[src/rtl/timer_responder_if.sv]
// Data-bus port between the CPU load/store unit and the timer responder.
// Single-cycle request, registered one-cycle acknowledge.
interface timer_responder_if;
    logic        req;
    logic        we;
    logic [31:0] addr;
    logic [31:0] wdata;
    logic        ack;
    logic [31:0] rdata;

    modport master (output req, we, addr, wdata, input ack, rdata);
    modport slave  (input req, we, addr, wdata, output ack, rdata);
endinterface

[src/rtl/timer_responder.sv]
// Memory-mapped countdown timer: CTRL/PRESET/COUNT registers, 4-state count FSM,
// maskable interrupt. Answers every request with a registered ack one cycle later.
module timer_responder (
    input  logic               clk,
    input  logic               reset,
    timer_responder_if.slave   bus,
    output logic               irq
);
    typedef enum logic [1:0] {S_IDLE, S_LOAD, S_CNT, S_INT} state_e;

    state_e      state_q, state_d;
    logic        en_q, en_d;
    logic [1:0]  mode_q, mode_d;
    logic        im_q, im_d;
    logic [31:0] preset_q, preset_d;
    logic [31:0] count_q, count_d;
    logic        pending_q, pending_d;
    logic        ack_q, ack_d;
    logic [31:0] rdata_q, rdata_d;
    logic        wr_ctrl, wr_preset, pend_set;

    assign wr_ctrl   = bus.req && bus.we && (bus.addr[3:2] == 2'b00);
    assign wr_preset = bus.req && bus.we && (bus.addr[3:2] == 2'b01);

    always_comb begin
        state_d   = state_q;
        en_d      = en_q;
        mode_d    = mode_q;
        im_d      = im_q;
        preset_d  = preset_q;
        count_d   = count_q;
        pending_d = pending_q;
        pend_set  = 1'b0;
        ack_d     = bus.req;
        rdata_d   = '0;

        unique case (state_q)
            S_IDLE: if (en_q) state_d = S_LOAD;
            S_LOAD: begin
                count_d = preset_q;
                state_d = S_CNT;
            end
            S_CNT: begin
                if (!en_q) begin
                    state_d = S_IDLE;
                end else if (count_q <= 32'd1) begin
                    // PRESET=0 lands here too, so it behaves like PRESET=1
                    count_d  = '0;
                    pend_set = 1'b1;
                    state_d  = S_INT;
                end else begin
                    count_d = count_q - 32'd1;
                end
            end
            S_INT: begin
                if (mode_q == 2'b01) begin
                    state_d = S_LOAD;
                end else begin
                    en_d    = 1'b0;
                    state_d = S_IDLE;
                end
            end
            default: state_d = S_IDLE;
        endcase

        // Software stores come after the FSM so a CTRL write beats the INT EN-clear
        if (wr_ctrl) {im_d, mode_d, en_d} = bus.wdata[3:0];
        if (wr_preset) preset_d = bus.wdata;
        if (wr_ctrl || wr_preset) pending_d = 1'b0;
        if (pend_set) pending_d = 1'b1;

        if (bus.req && !bus.we) begin
            unique case (bus.addr[3:2])
                2'b00:   rdata_d = {28'd0, im_q, mode_q, en_q};
                2'b01:   rdata_d = preset_q;
                2'b10:   rdata_d = count_q;
                default: rdata_d = '0;
            endcase
        end
    end

    always_ff @(posedge clk) begin
        if (!reset) begin
            state_q   <= S_IDLE;
            en_q      <= 1'b0;
            mode_q    <= 2'b00;
            im_q      <= 1'b0;
            preset_q  <= '0;
            count_q   <= '0;
            pending_q <= 1'b0;
            ack_q     <= 1'b0;
            rdata_q   <= '0;
        end else begin
            state_q   <= state_d;
            en_q      <= en_d;
            mode_q    <= mode_d;
            im_q      <= im_d;
            preset_q  <= preset_d;
            count_q   <= count_d;
            pending_q <= pending_d;
            ack_q     <= ack_d;
            rdata_q   <= rdata_d;
        end
    end

    assign bus.ack   = ack_q;
    assign bus.rdata = rdata_q;
    assign irq       = pending_q & im_q;
endmodule

[src/flat_wrapper.sv]
// flat-port wrapper written by rule: the top's interface ports become plain ports
module timer_responder_flat 
  (clk, reset, irq, bus_req, bus_we, bus_addr, bus_wdata, bus_ack, bus_rdata);
  timer_responder_if bus_i ();
  input  logic clk;
  input  logic reset;
  output logic irq;
  input wire logic [$bits(bus_i.req)-1:0] bus_req;
  input wire logic [$bits(bus_i.we)-1:0] bus_we;
  input wire logic [$bits(bus_i.addr)-1:0] bus_addr;
  input wire logic [$bits(bus_i.wdata)-1:0] bus_wdata;
  output wire logic [$bits(bus_i.ack)-1:0] bus_ack;
  output wire logic [$bits(bus_i.rdata)-1:0] bus_rdata;
  assign bus_i.req = bus_req;
  assign bus_i.we = bus_we;
  assign bus_i.addr = bus_addr;
  assign bus_i.wdata = bus_wdata;
  assign bus_ack = bus_i.ack;
  assign bus_rdata = bus_i.rdata;
  timer_responder u_core (.clk(clk), .reset(reset), .bus(bus_i), .irq(irq));
endmodule
[config.mk]
export PLATFORM = sky130hd
export DESIGN_NAME = timer_responder_flat
export DESIGN_NICKNAME = d
export VERILOG_FILES = /design/src/rtl/timer_responder_if.sv /design/src/rtl/timer_responder.sv /design/src/flat_wrapper.sv
export SDC_FILE = /design/constraint.sdc
export NUM_CORES = 1
export LEC_CHECK = 0
export CORE_ASPECT_RATIO = 1.75
export CORE_UTILIZATION = 46
export CTS_CLUSTER_DIAMETER = 80
export DETAILED_ROUTE_END_ITERATION = 8
export HOLD_SLACK_MARGIN = 0.05
export PLACE_DENSITY = 0.73
export RECOVER_POWER = 50
export SYNTH_ARGS = -nofsm -noshare
export SYNTH_HDL_FRONTEND = slang
export SYNTH_SLANG_ARGS = --single-unit
export TNS_END_PERCENT = 20
[constraint.sdc]
create_clock -name clk -period 3.1 [get_ports clk]
set_clock_uncertainty 0.2 [all_clocks]
set_input_delay 0.31 -clock clk [delete_from_list [all_inputs] [get_ports clk]]
set_output_delay 0.31 -clock clk [all_outputs]
set_load 0.03 [all_outputs]
# == Word level (Yosys, flattened, before mapping) ==
# Index checks and enable logic that the tools add are counted.
# op_classes
addsub,1
magnitude_cmp,1
eq_ne,10
n_mux,17
bitwise,1
reduce_logical,15
# op_table
cell,n
32-bit case mux with 3 select lines,1
32-bit two-way mux,2
32-bit case mux with 2 select lines,1
32-bit by 1-bit less-or-equal comparator with 1-bit output (second input constant),1
32-bit by 1-bit subtractor with 32-bit output (second input constant),1
1-bit two-way mux,9
2-bit case mux with 4 select lines,1
2-bit AND reduction,4
2-bit by 1-bit == test with 1-bit output (second input constant),3
2-bit == test (second input constant),3
2-bit two-way mux,3
2-bit by 1-bit inequality test with 1-bit output (second input constant),3
2-bit nonzero test,3
1-bit logical AND,4
2-bit zero test,2
3-bit inequality test (second input constant),1
1-bit bitwise AND,1
1-bit zero test,1
1-bit logical OR,1
# word_totals
register_bits,104
input_bits,68
output_inout_bits,34
elab_cells,54

# == Depth between registers and ports, before layout ==
# Gate-level depths: netlist of the first run.
# depth
word_depth,5
depth_mapped,8
mapped_depth_nobuf,8

# == Worst setup path after synthesis of the first run ==
# Ideal clock, no wire load.
# synth_timing
path_type,flip-flop to flip-flop
start,reg u_core.count_q[0]
end,reg u_core.count_q[30]
setup_ps,122
t_arrival_ps,2148
required_time_ps,2778
path_slack_ps,630
stages_incl_launch_ff,9
path_buffers,0
period_less_slack_ps,2470
cell_sequence,dfxtp_1 -> inv_1 -> ha_1 -> or3b_2 -> nor4_2 -> nand2_1 -> or4_1 -> mux2i_1 -> o22ai_1
# synth_between
elab_chain_len,4
word_cells_on_any_way,5
classes_between,add/sub (1); order compare (1); mux (3)
# synth_lines
item,line_no,text
from (decl),timer_responder.sv:16,"logic [31:0] count_q, count_d;"
from (signal assigned),timer_responder.sv:99,count_q <= count_d;
32-bit by 1-bit subtractor with 32-bit output or 32-bit by 1-bit less-or-equal comparator with 1-bit output (tied branches),"timer_responder.sv:52, timer_responder.sv:46",
32-bit two-way mux *,timer_responder.sv:46,end else if (count_q <= 32'd1) begin
32-bit two-way mux *,timer_responder.sv:44,if (!en_q) begin
32-bit case mux with 2 select lines *,timer_responder.sv:37,unique case (state_q)
# Mark *: on every way between the ends. The rest lies on a longest branch, timed or not. The select of a mux whose other input is x is not followed.
# A chain may end at the register's enable or synchronous reset.

# == Final worst setup path of the first run ==
# layout_timing
start,reg u_core.count_q[4]
end,reg u_core.count_q[20]
# The elaborated chain is that of the path after synthesis.

==> results.json, run 1 <==
{
  "syn-num-nets": 667,
  "power.switching_w": 0.000665,
  "setup_violations": 0,
  "nFillCells": 945,
  "finalHoldViolCount": 0,
  "syn_area_sq_um": 4750,
  "ys.warnings.count": 0,
  "clock-sinks": 104,
  "finalNetCount": 726,
  "max_freq_mhz": 359,
  "synth-adder-area-share_pct": 0.527,
  "synth-compound-area-share_pct": 25.6,
  "worst_pin_slew_ns": 1.54,
  "instances_no_fill": 785,
  "worst_path_max_delay_cell": "or4_1",
  "num_rows": 48,
  "ioPinCount": 102,
  "synth_top_area_share_pct": 43.8,
  "cts_root_buf": "clkbuf_16",
  "wire_per_inst_microns": 15.9,
  "grt_max_degree": 46,
  "setup_slack_ns": 0.316,
  "violations": "capacitance limit, slew limit",
  "yosys-top-cells-count": "dfxtp_1, nand2_1, o21ai_0, nor2_1, a21oi_1",
  "seq_area_frac_synth_pct": 43.8,
  "ys_ff_latch": 104,
  "grt_pass1_wl_microns": 20400,
  "cts_buffers": 9,
  "ir_drop_mv": 0.368,
  "cts_setup_buffers": 0,
  "dp_hpwl_microns": 8340,
  "portBuffers": 71,
  "synth_area_leader_cell": "dfxtp_1",
  "max-slew-margin-rel_pct": -2.53,
  "syn2layout_area_growth_pct": 25.0,
  "finalCritPeriodShare_pct": 89.8,
  "period_minus_slack_ns": 2.78,
  "place_worst_setup_slack_ns": 0.349,
  "start_kind": "register",
  "cap_viol_max_count": 1,
  "start_util_pct": 47.7,
  "ant_nets": 0,
  "avgSynthCellArea_sq_um": 7.96,
  "grt_pass1_vias": 4306,
  "synth-xor-area-share_pct": 0.184,
  "ys.flop_type": "dfxtp_1",
  "synth_top_family_by_area": "compound AO/OA/AOI/OAI gates",
  "p_per_area_nw_per_um2": 507,
  "worstPathCellList": "or3_4 > or4_1 > nor4_4 > or2_1 > o21ai_0 > o211a_1",
  "overflow": 0,
  "cts-resized-gates": 0,
  "cp.required_ns": 3.13,
  "rsz0062_at_grt": "no",
  "p_leak_nw": 2.37,
  "cts_hold_buf": 0,
  "hold_class": "input port to register",
  "drv_slew": 33,
  "die_y_microns": 136,
  "p_comb_share_pct": 9.7,
  "crit_arrival_ns": 2.81,
  "drive_above_1_share_pct": 6.82,
  "gp_congestion": 0.905,
  "synth_edf_count": 0,
  "core_sq_um": 9970,
  "tritoncts": "done",
  "avgViaCountPerCell": 5.73,
  "num_vias": 4497,
  "drt_wl_total_microns": 12400,
  "syn_inst": 597,
  "synth.mux.area_fraction_pct": 2.11,
  "swShare_pct": 22.1,
  "crit_fanout": 9,
  "h-tree-depth": 3,
  "cp_top_family": "simple AND/OR/NAND/NOR gates",
  "dieArea_sq_um": 10800,
  "critical_path_class": "register to register",
  "diodes": 0,
  "ys_async_sr_fraction_pct": 0,
  "p_seq_share_pct": 45.5,
  "antenna_found_initial": 0,
  "die_w_microns": 78.8,
  "cp-end-kind": "register",
  "internal_power_w": 0.00235,
  "grtUsageTotal_pct": 24.2,
  "post-route-drc-count": 0,
  "status": "complete, but fails checks",
  "crit_buf_inv": 0,
  "finalCoreUtilization_pct": 59.6,
  "insertion_delay_ns": 0.34,
  "drt_iter0_markers": 271,
  "synth.distinct_cells": 46,
  "dr.pass1.iters": 5,
  "cts.path.max_buffers": 2,
  "yosysMostFrequentCell": "dfxtp_1",
  "setup_tns_ns": 0,
  "netlist_top_cells_area": "dfxtp_1, nand2_1, o21ai_0",
  "max_stage_delay_ns": 0.46,
  "synth-simple-area-share_pct": 23.4,
  "clockPowerShare_pct": 44.7,
  "place_inst": 770,
  "clk_pin_slew_ns": 0.07
}
==> power by group through the flow <==
stage / Sequential (W) / Clock (W) / Combinational (W)
floorplan: 0.00140 / 0 / 0.000174
global placement: 0.00140 / 0 / 0.000289
detailed placement: 0.00140 / 0 / 0.000294
CTS: 0.00137 / 0.00137 / 0.000296
global route: 0.00137 / 0.00142 / 0.000322
finish: 0.00137 / 0.00135 / 0.000294
==> path summary, 6_finish.rpt <==
check	start	to	slack, ns	depth (start not counted)
hold / removal	reset	u_core.count_q[1]	0.25	2
setup / recovery	u_core.count_q[4]	u_core.count_q[20]	0.32	6
hold reg to reg	u_core.preset_q[8]	u_core.preset_q[8]	0.27	2
setup reg to reg	u_core.count_q[4]	u_core.count_q[20]	0.32	6
==> worst register-to-register path, stage by stage, from the launching register on <==
cell and delay (ns):
dfxtp_1 0.37, or3_4 0.46, or4_1 0.46, nor4_4 0.44, or2_1 0.40, o21ai_0 0.18
o211a_1 0.16
==> cells in the final DEF, fill, tap and decap left out, drive strengths merged, types with 16 or more instances in the layout <==
cell | synthesis | layout
dfxtp | 104 | 104
nand2 | 97 | 97
o21ai | 66 | 66
nor2 | 54 | 54
a21oi | 49 | 49
clkdlybuf4s50 | 0 | 35
dlygate4sd3 | 0 | 35
a21boi | 33 | 33
a22oi | 28 | 28
buf | 4 | 16
==> metal layers <==
layer / share of wire [%] / global-route usage, % / vias up
met5: 0 / 0 / -
met2: 54 / 45.0 / 136
met4: 2.4 / 10.8 / 0
met3: 3.7 / 2.68 / 22
li1: - / - / 2215
met1: 40 / 27.1 / 2124
==> per-stage QoR <==
stage	total power (W)	hold WS [ns]	area (sq um)
final	0.00301	0.249	5940
after global routing	0.00311	0.277	5940
after CTS	0.00304	0.235	5950
after detailed placement	0.00170	0.270	5590
after global placement	0.00169	0.264	5590
after floorplan	0.00157	0.252	4750
==> flip-flops by register name, indices dropped and copies added, names as in the netlist <==
signal / cells
u_core.state_q: 2
u_core.bus.ack: 1
u_core.mode_q: 2
u_core.pending_q: 1
u_core.en_q: 1
u_core.count_q: 32
u_core.im_q: 1
u_core.bus.rdata: 32
u_core.preset_q: 32
==> area by class of cell <==
class / instances / area [sq um] / area share [%]
multi-input combinational: 439 / 2470 / 41.5
sequential: 104 / 2080 / 35.0
timing repair buffer: 88 / 826 / 13.9
clock buffer: 9 / 225 / 3.79
tap: 125 / 156 / 2.63
clock inverter: 6 / 133 / 2.23
inverter: 14 / 52.6 / 0.885
==> cells by family after synthesis <==
logic type | count (synthesis)
AND/OR/NAND/NOR | 228
AO/OA/AOI/OAI | 198
flip-flops | 104
buffers and inverters | 54
multiplexers | 10
adder cells (fa/ha/maj) | 2
XOR/XNOR | 1
Power figures use the tool's default switching activity.
==> inputs of run 2 (changes only) <==
--- a/config.mk
+++ b/config.mk
@@ -6,11 +6,11 @@
 export NUM_CORES = 1
 export LEC_CHECK = 0
 export CORE_ASPECT_RATIO = 1.75
-export CORE_UTILIZATION = 46
+export CORE_UTILIZATION = 33
 export CTS_CLUSTER_DIAMETER = 80
 export DETAILED_ROUTE_END_ITERATION = 8
 export HOLD_SLACK_MARGIN = 0.05
-export PLACE_DENSITY = 0.73
+export PLACE_DENSITY = 0.58
 export RECOVER_POWER = 50
 export SYNTH_ARGS = -nofsm -noshare
 export SYNTH_HDL_FRONTEND = slang
==> constraint.sdc (replaced) <==
create_clock -name clk -period 2.45 [get_ports clk]
set_clock_uncertainty 0.2 [all_clocks]
set_input_delay 0.245 -clock clk [delete_from_list [all_inputs] [get_ports clk]]
set_output_delay 0.245 -clock clk [all_outputs]
set_load 0.03 [all_outputs]
==> results.json, run 2 (synthesis gave the netlist of run 1 again) <==
{
  "antenna_found_initial": 0,
  "reg2reg_from": "u_core.count_q[0]",
  "postPlaceCellArea_sq_um": 5970,
  "num_rows": 57,
  "finalCoreUtilization_pct": 45.2,
  "setup_violations": 0,
  "gp_congestion": 0.855,
  "setup_slack_ns": 0.000753,
  "grtUsageTotal_pct": 18.8,
  "crit_fanout": 5,
  "grt_pass1_wl_microns": 22200,
  "crit_arrival_ns": 2.48,
  "start_kind": "register",
  "clock-sinks": 104,
  "drive_above_1_share_pct": 13.7,
  "portBuffers": 71,
  "grt_pass1_vias": 4641,
  "cts_root_buf": "clkbuf_16",
  "start_util_pct": 34.0,
  "drt_wl_total_microns": 13700,
  "status": "complete, no violations",
  "ir_drop_mv": 0.305,
  "tritoncts": "done",
  "insertion_delay_ns": 0.35,
  "die_w_microns": 92.7,
  "nFillCells": 1455,
  "period_minus_slack_ns": 2.45,
  "h-tree-depth": 3,
  "r2r-end": "u_core.count_q[30]",
  "cts_hold_buf": 0,
  "max_freq_mhz": 408,
  "syn2layout_area_growth_pct": 33.0,
  "drt_iter0_markers": 194,
  "layout_commonest_cell": "dfxtp_1",
  "hold_start": "reset",
  "avgViaCountPerCell": 5.19,
  "cts_buffers": 9,
  "rrSetupSlack_ns": 0.0008,
  "p_per_area_nw_per_um2": 559,
  "overflow": 0,
  "clk_pin_slew_ns": 0.07,
  "diodes": 0,
  "hold_class": "input port to register",
  "cp.required_ns": 2.48,
  "finalHoldViolCount": 0,
  "rsz0062_at_grt": "yes",
  "wire_per_inst_microns": 15.5,
  "max-slew-margin-rel_pct": 51.3,
  "cap_viol_max_count": 0,
  "critical_path_class": "register to register",
  "die_y_microns": 161,
  "final_area_sq_um": 6320,
  "core_sq_um": 14000,
  "dr.pass1.iters": 4,
  "reg2reg_depth": 8,
  "ant_nets": 0,
  "finalNetCount": 767,
  "dieArea_sq_um": 14900,
  "cts.path.max_buffers": 2,
  "holdPathStages": 2,
  "drv_slew": 0,
  "timing.hold.ws_ns": 0.0747,
  "place_worst_setup_slack_ns": -0.0675,
  "dp_hpwl_microns": 9560,
  "grt_max_degree": 61,
  "holdPathEnd": "u_core.pending_q",
  "finalCritPeriodShare_pct": 100,
  "post-route-drc-count": 0,
  "final_cell_mix": "dfxtp_1, nand2_1, o21ai_0, clkdlybuf4s50_1",
  "num_vias": 4563,
  "p_leak_nw": 2.48,
  "ioPinCount": 102,
  "worst_pin_slew_ns": 0.730,
  "cp-end-kind": "register"
}
## run 2: changes by cell type in the layout (fill, tap and decap cells not counted), sizes merged
cell           before  now
clkdlybuf4s50      35   64
bufinv              4    0
clkinvlp            1    0
dlygate4sd3        35    6
clkbuf             11   15
clkinv              1    4
buf                16   56
## run 2: critical path, cell delays in order, from the launching register on
cell and delay [ns]:
dfxtp_2 0.33, inv_2 0.08, ha_4 0.13, or3b_4 0.42, nor4_4 0.33, nand2_1 0.13
or4_4 0.44, mux2i_1 0.16, o22ai_1 0.10
## run 2: metrics by stage
| step | power, W | cells | TNS [ns] |
|---|---|---|---|
| 4_1_cts | 0.00355 | 876 | 0 |
| 3_5_place_dp | 0.00221 | 860 | -0.136 |
| 2_1_floorplan | 0.00199 | 597 | -0.0240 |
| 3_3_place_gp | 0.00220 | 860 | 0 |
| 5_1_grt | 0.00368 | 879 | -0.133 |
| 6_report | 0.00353 | 879 | 0 |
## run 2: per-layer routing
layer  wire (microns)  GRT usage (%)  up-vias
met2             7770           37.3       76
met1             5200           18.9     2173
li1                 -              -     2299
met4              248           7.69        0
met3              444           2.75       15
met5                0              0        -
## run 2: layout make-up
cell class	instances	area, sq um	share of cell area, %
Multi-Input combinational cell	439	2530	40.1
Clock buffer	12	246	3.90
Sequential cell	104	2090	33.0
Inverter	14	52.6	0.832
Tap cell	177	221	3.51
Clock inverter	4	20.0	0.317
Timing Repair Buffer	129	1160	18.3
## run 2: how the worst max path moves through the flow
stage | end | cells past startpoint | start | slack (ns)
detailed placement | u_core.count_q[30] | 8 | u_core.count_q[1] | -0.07
global route | u_core.count_q[30] | 8 | u_core.count_q[0] | -0.07
finish | u_core.count_q[30] | 8 | u_core.count_q[0] | 0.0008
global placement | u_core.count_q[28] | 9 | u_core.count_q[1] | 0.01
floorplan | u_core.count_q[30] | 8 | u_core.count_q[0] | -0.02
CTS | u_core.count_q[30] | 6 | u_core.count_q[12] | 0.01
## run 2: what timing repair did
| action | 4_1_cts | 5_1_grt |
|---|---|---|
| pin swaps | 0 | 4 |
| setup buffers | 0 | 3 |
| cloned | 0 | 0 |
| gates resized for setup | 4 | 13 |
| endpoints found under the setup margin | 4 | 22 |
## run 2: where the power goes
part           switching [W]  leakage [nW]  total (W)  internal, W
logic               0.000229          1.50   0.000462     0.000233
clock network       0.000627         0.136    0.00134     0.000711
registers          0.0000208         0.841    0.00173      0.00171
total               0.000876          2.48    0.00353      0.00266
==> patch (settings of run 1) <==
Register the output `irq`, cleared by the reset; this adds one clock of latency there. The other outputs are not delayed to match.
--- a/src/rtl/timer_responder.sv
+++ b/src/rtl/timer_responder.sv
@@ -105,6 +105,12 @@
 
     assign bus.ack   = ack_q;
     assign bus.rdata = rdata_q;
-    assign irq       = pending_q & im_q;
+    always_ff @(posedge clk) begin
+        if (!reset) begin
+            irq <= '0;
+        end else begin
+            irq <= pending_q & im_q;
+        end
+    end
 endmodule
 
Behaviour: not the same (a bounded check fails within 10 cycles, from zero or initial values and one cycle with reset low).
==> patch against run 1 <==
Sequential cell count up 1. Via count is 13% higher. Count of clock-buffer cells in the layout did not move. Critical endpoint is now u_core.count_q[11]$_SDFFE_PN0P_. Routed wire length increased by 15%. Largest power group unchanged. Critical path type unchanged. Design area up 2.7%. Synthesized area grew 4.1%. Combinational power rose by 7.5%. Total power decreased by 1.2%. Worst setup slack improved by 0.071 ns.
==> patch: results (changes against run 1) <==
| Metric | Value |
|---|---|
| Status | complete, no violations |
| Post-Syn Nets | 709 (+6.3%) |
| Max-slew headroom | 0.203 (+0.229) |
| Synth top area cells | dfxtp_1 (42%), a21oi_1 (7.2%), nand2_1 (6.0%) |
| Asr flop ratio synth | 0 (unchanged) |
| Synth unique cells | 44 (-4.3%) |
| Gpl congestion | 0.878 (-3.0%) |
| First-pass GRT wire length | 23.1 mm (+13%) |
| Fraction of layout cells with a size suffix above 1 | 0.0664 (-0.00180) |
| CTS Buffer Depth | 2 (unchanged) |
| 1st-iter DRT viols | 510 (+88%) |
| Maximum vdd drop | 291 uV (-21%) |
| P_sw | 709 uW (+6.5%) |
| Max stage delay on crit path | 0.59 ns (+0.13 ns) |
| Synth top cells by count | dfxtp_1 (105), nand2_1 (79), nor2_1 (75) |
| Place WS | 0.529 ns (+0.179 ns) |
| Register area share after synthesis | 0.425 (-0.0134) |
| Clock tree root buffer cell | clkbuf_16 |
| Vias per cell | 6.20 (+8.2%) |
| Total track usage | 0.263 (+0.0208) |
| Critical path peak fanout | 26 (+17) |
| Largest net degree at the start of global routing | 34 (-26%) |
| F_max | 369 MHz (+2.6%) |
| Final hold vios | 0 (unchanged) |
| Layout Nets | 760 (+4.7%) |
| Wire length per cell | 17.4 um (+9.7%) |
| FILL cells | 962 (+1.8%) |
| Pre-Repair DR Iteration Count | 7 (+2) |
| Vias in the first global route | 4775 (+11%) |
| Lkg Pwr | 0.00226 uW (-4.8%) |
| H-tree depth | 3 (unchanged) |
| R2R depth | 6 (unchanged) |
| Hold/Removal Path Class | reg -> reg |
| Estimated wirelength of the detail-placed design | 9.48 mm (+14%) |
| Slowest CP cell | nor4_1 |
| # hold bufs at CTS | 0 (unchanged) |
| Area after DPL | 5780 um^2 (+3.4%) |
| Crit path arrival time | 2.71 ns (-0.10 ns) |
[patch: cell count changes after synthesis, moves of 7 or more]
| cell | before | now |
|---|---|---|
| a211oi_1 | 2 | 13 |
| nor2_1 | 54 | 75 |
| o21ai_0 | 66 | 52 |
| o211ai_1 | 1 | 10 |
| a21oi_1 | 49 | 71 |
| nand3_1 | 9 | 23 |
| o31a_1 | 0 | 7 |
| clkbuf_1 | 36 | 45 |
| a221oi_1 | 1 | 10 |
| nand2_1 | 97 | 79 |
| nor4_1 | 4 | 17 |
| a21boi_0 | 33 | 0 |
[patch: logic make-up (layout without fill, tap and decap cells)]
family,Yosys count,in the layout,share of synthesized area
simple gates,246,246,0.233
compound gates,211,211,0.264
flops,105,105,0.425
buf+inv,65,119,0.0534
mux,8,8,0.0162
fa+ha+maj,2,2,0.00506
xor+xnor,2,2,0.00354
[patch: cell type report]
class | instances | area [um^2] | share of cell area
clock inverters | 5 | 106 | 0.0174
inverters | 8 | 30.0 | 0.00492
clock buffers | 9 | 225 | 0.0369
flip-flops and latches | 105 | 2100 | 0.344
repair buffers | 97 | 893 | 0.146
well taps | 127 | 159 | 0.0260
multi-input cells | 469 | 2590 | 0.424
[patch: critical path: cells and delay by family (launching register included)]
family / cells / cell delay, ns
flip-flops: 1 / 0.41
AND/OR/NAND/NOR: 3 / 1.43
buffers and inverters: 1 / 0.26
AO/OA/AOI/OAI: 2 / 0.25
[patch: final timing paths]
path	start	endpoint	slack, ns
worst max-delay path	u_core.count_q[20]$_SDFFE_PN0P_	u_core.count_q[11]$_SDFFE_PN0P_	0.39
worst min-delay path	u_core.preset_q[4]$_SDFFE_PN0P_	u_core.preset_q[4]$_SDFFE_PN0P_	0.27
worst max register to register	u_core.count_q[20]$_SDFFE_PN0P_	u_core.count_q[11]$_SDFFE_PN0P_	0.39
worst min register to register	u_core.preset_q[4]$_SDFFE_PN0P_	u_core.preset_q[4]$_SDFFE_PN0P_	0.27
[patch: stage by stage]
step	util	power, uW	std cells
2_1_floorplan	-	1600	639
3_3_place_gp	0.558	1720	806
3_5_place_dp	0.558	1730	806
4_1_cts	0.590	3000	820
5_1_grt	0.589	3080	820
6_report	0.589	2980	820
[patch: layer usage]
metal	global-route usage	routed length, um	up-vias	part of all wire
li1	-	-	2400	-
met1	0.300	5620	2466	0.39
met2	0.463	7550	185	0.53
met3	0.0388	703	31	0.049
met4	0.129	393	0	0.028
met5	0	0	-	0
[patch: power by group through the flow]
stage | registers, uW | logic, uW | clock network [uW]
6_report | 1380 | 316 | 1280
5_1_grt | 1380 | 340 | 1360
4_1_cts | 1380 | 314 | 1300
3_5_place_dp | 1410 | 312 | 0
3_3_place_gp | 1410 | 304 | 0
2_1_floorplan | 1410 | 192 | 0
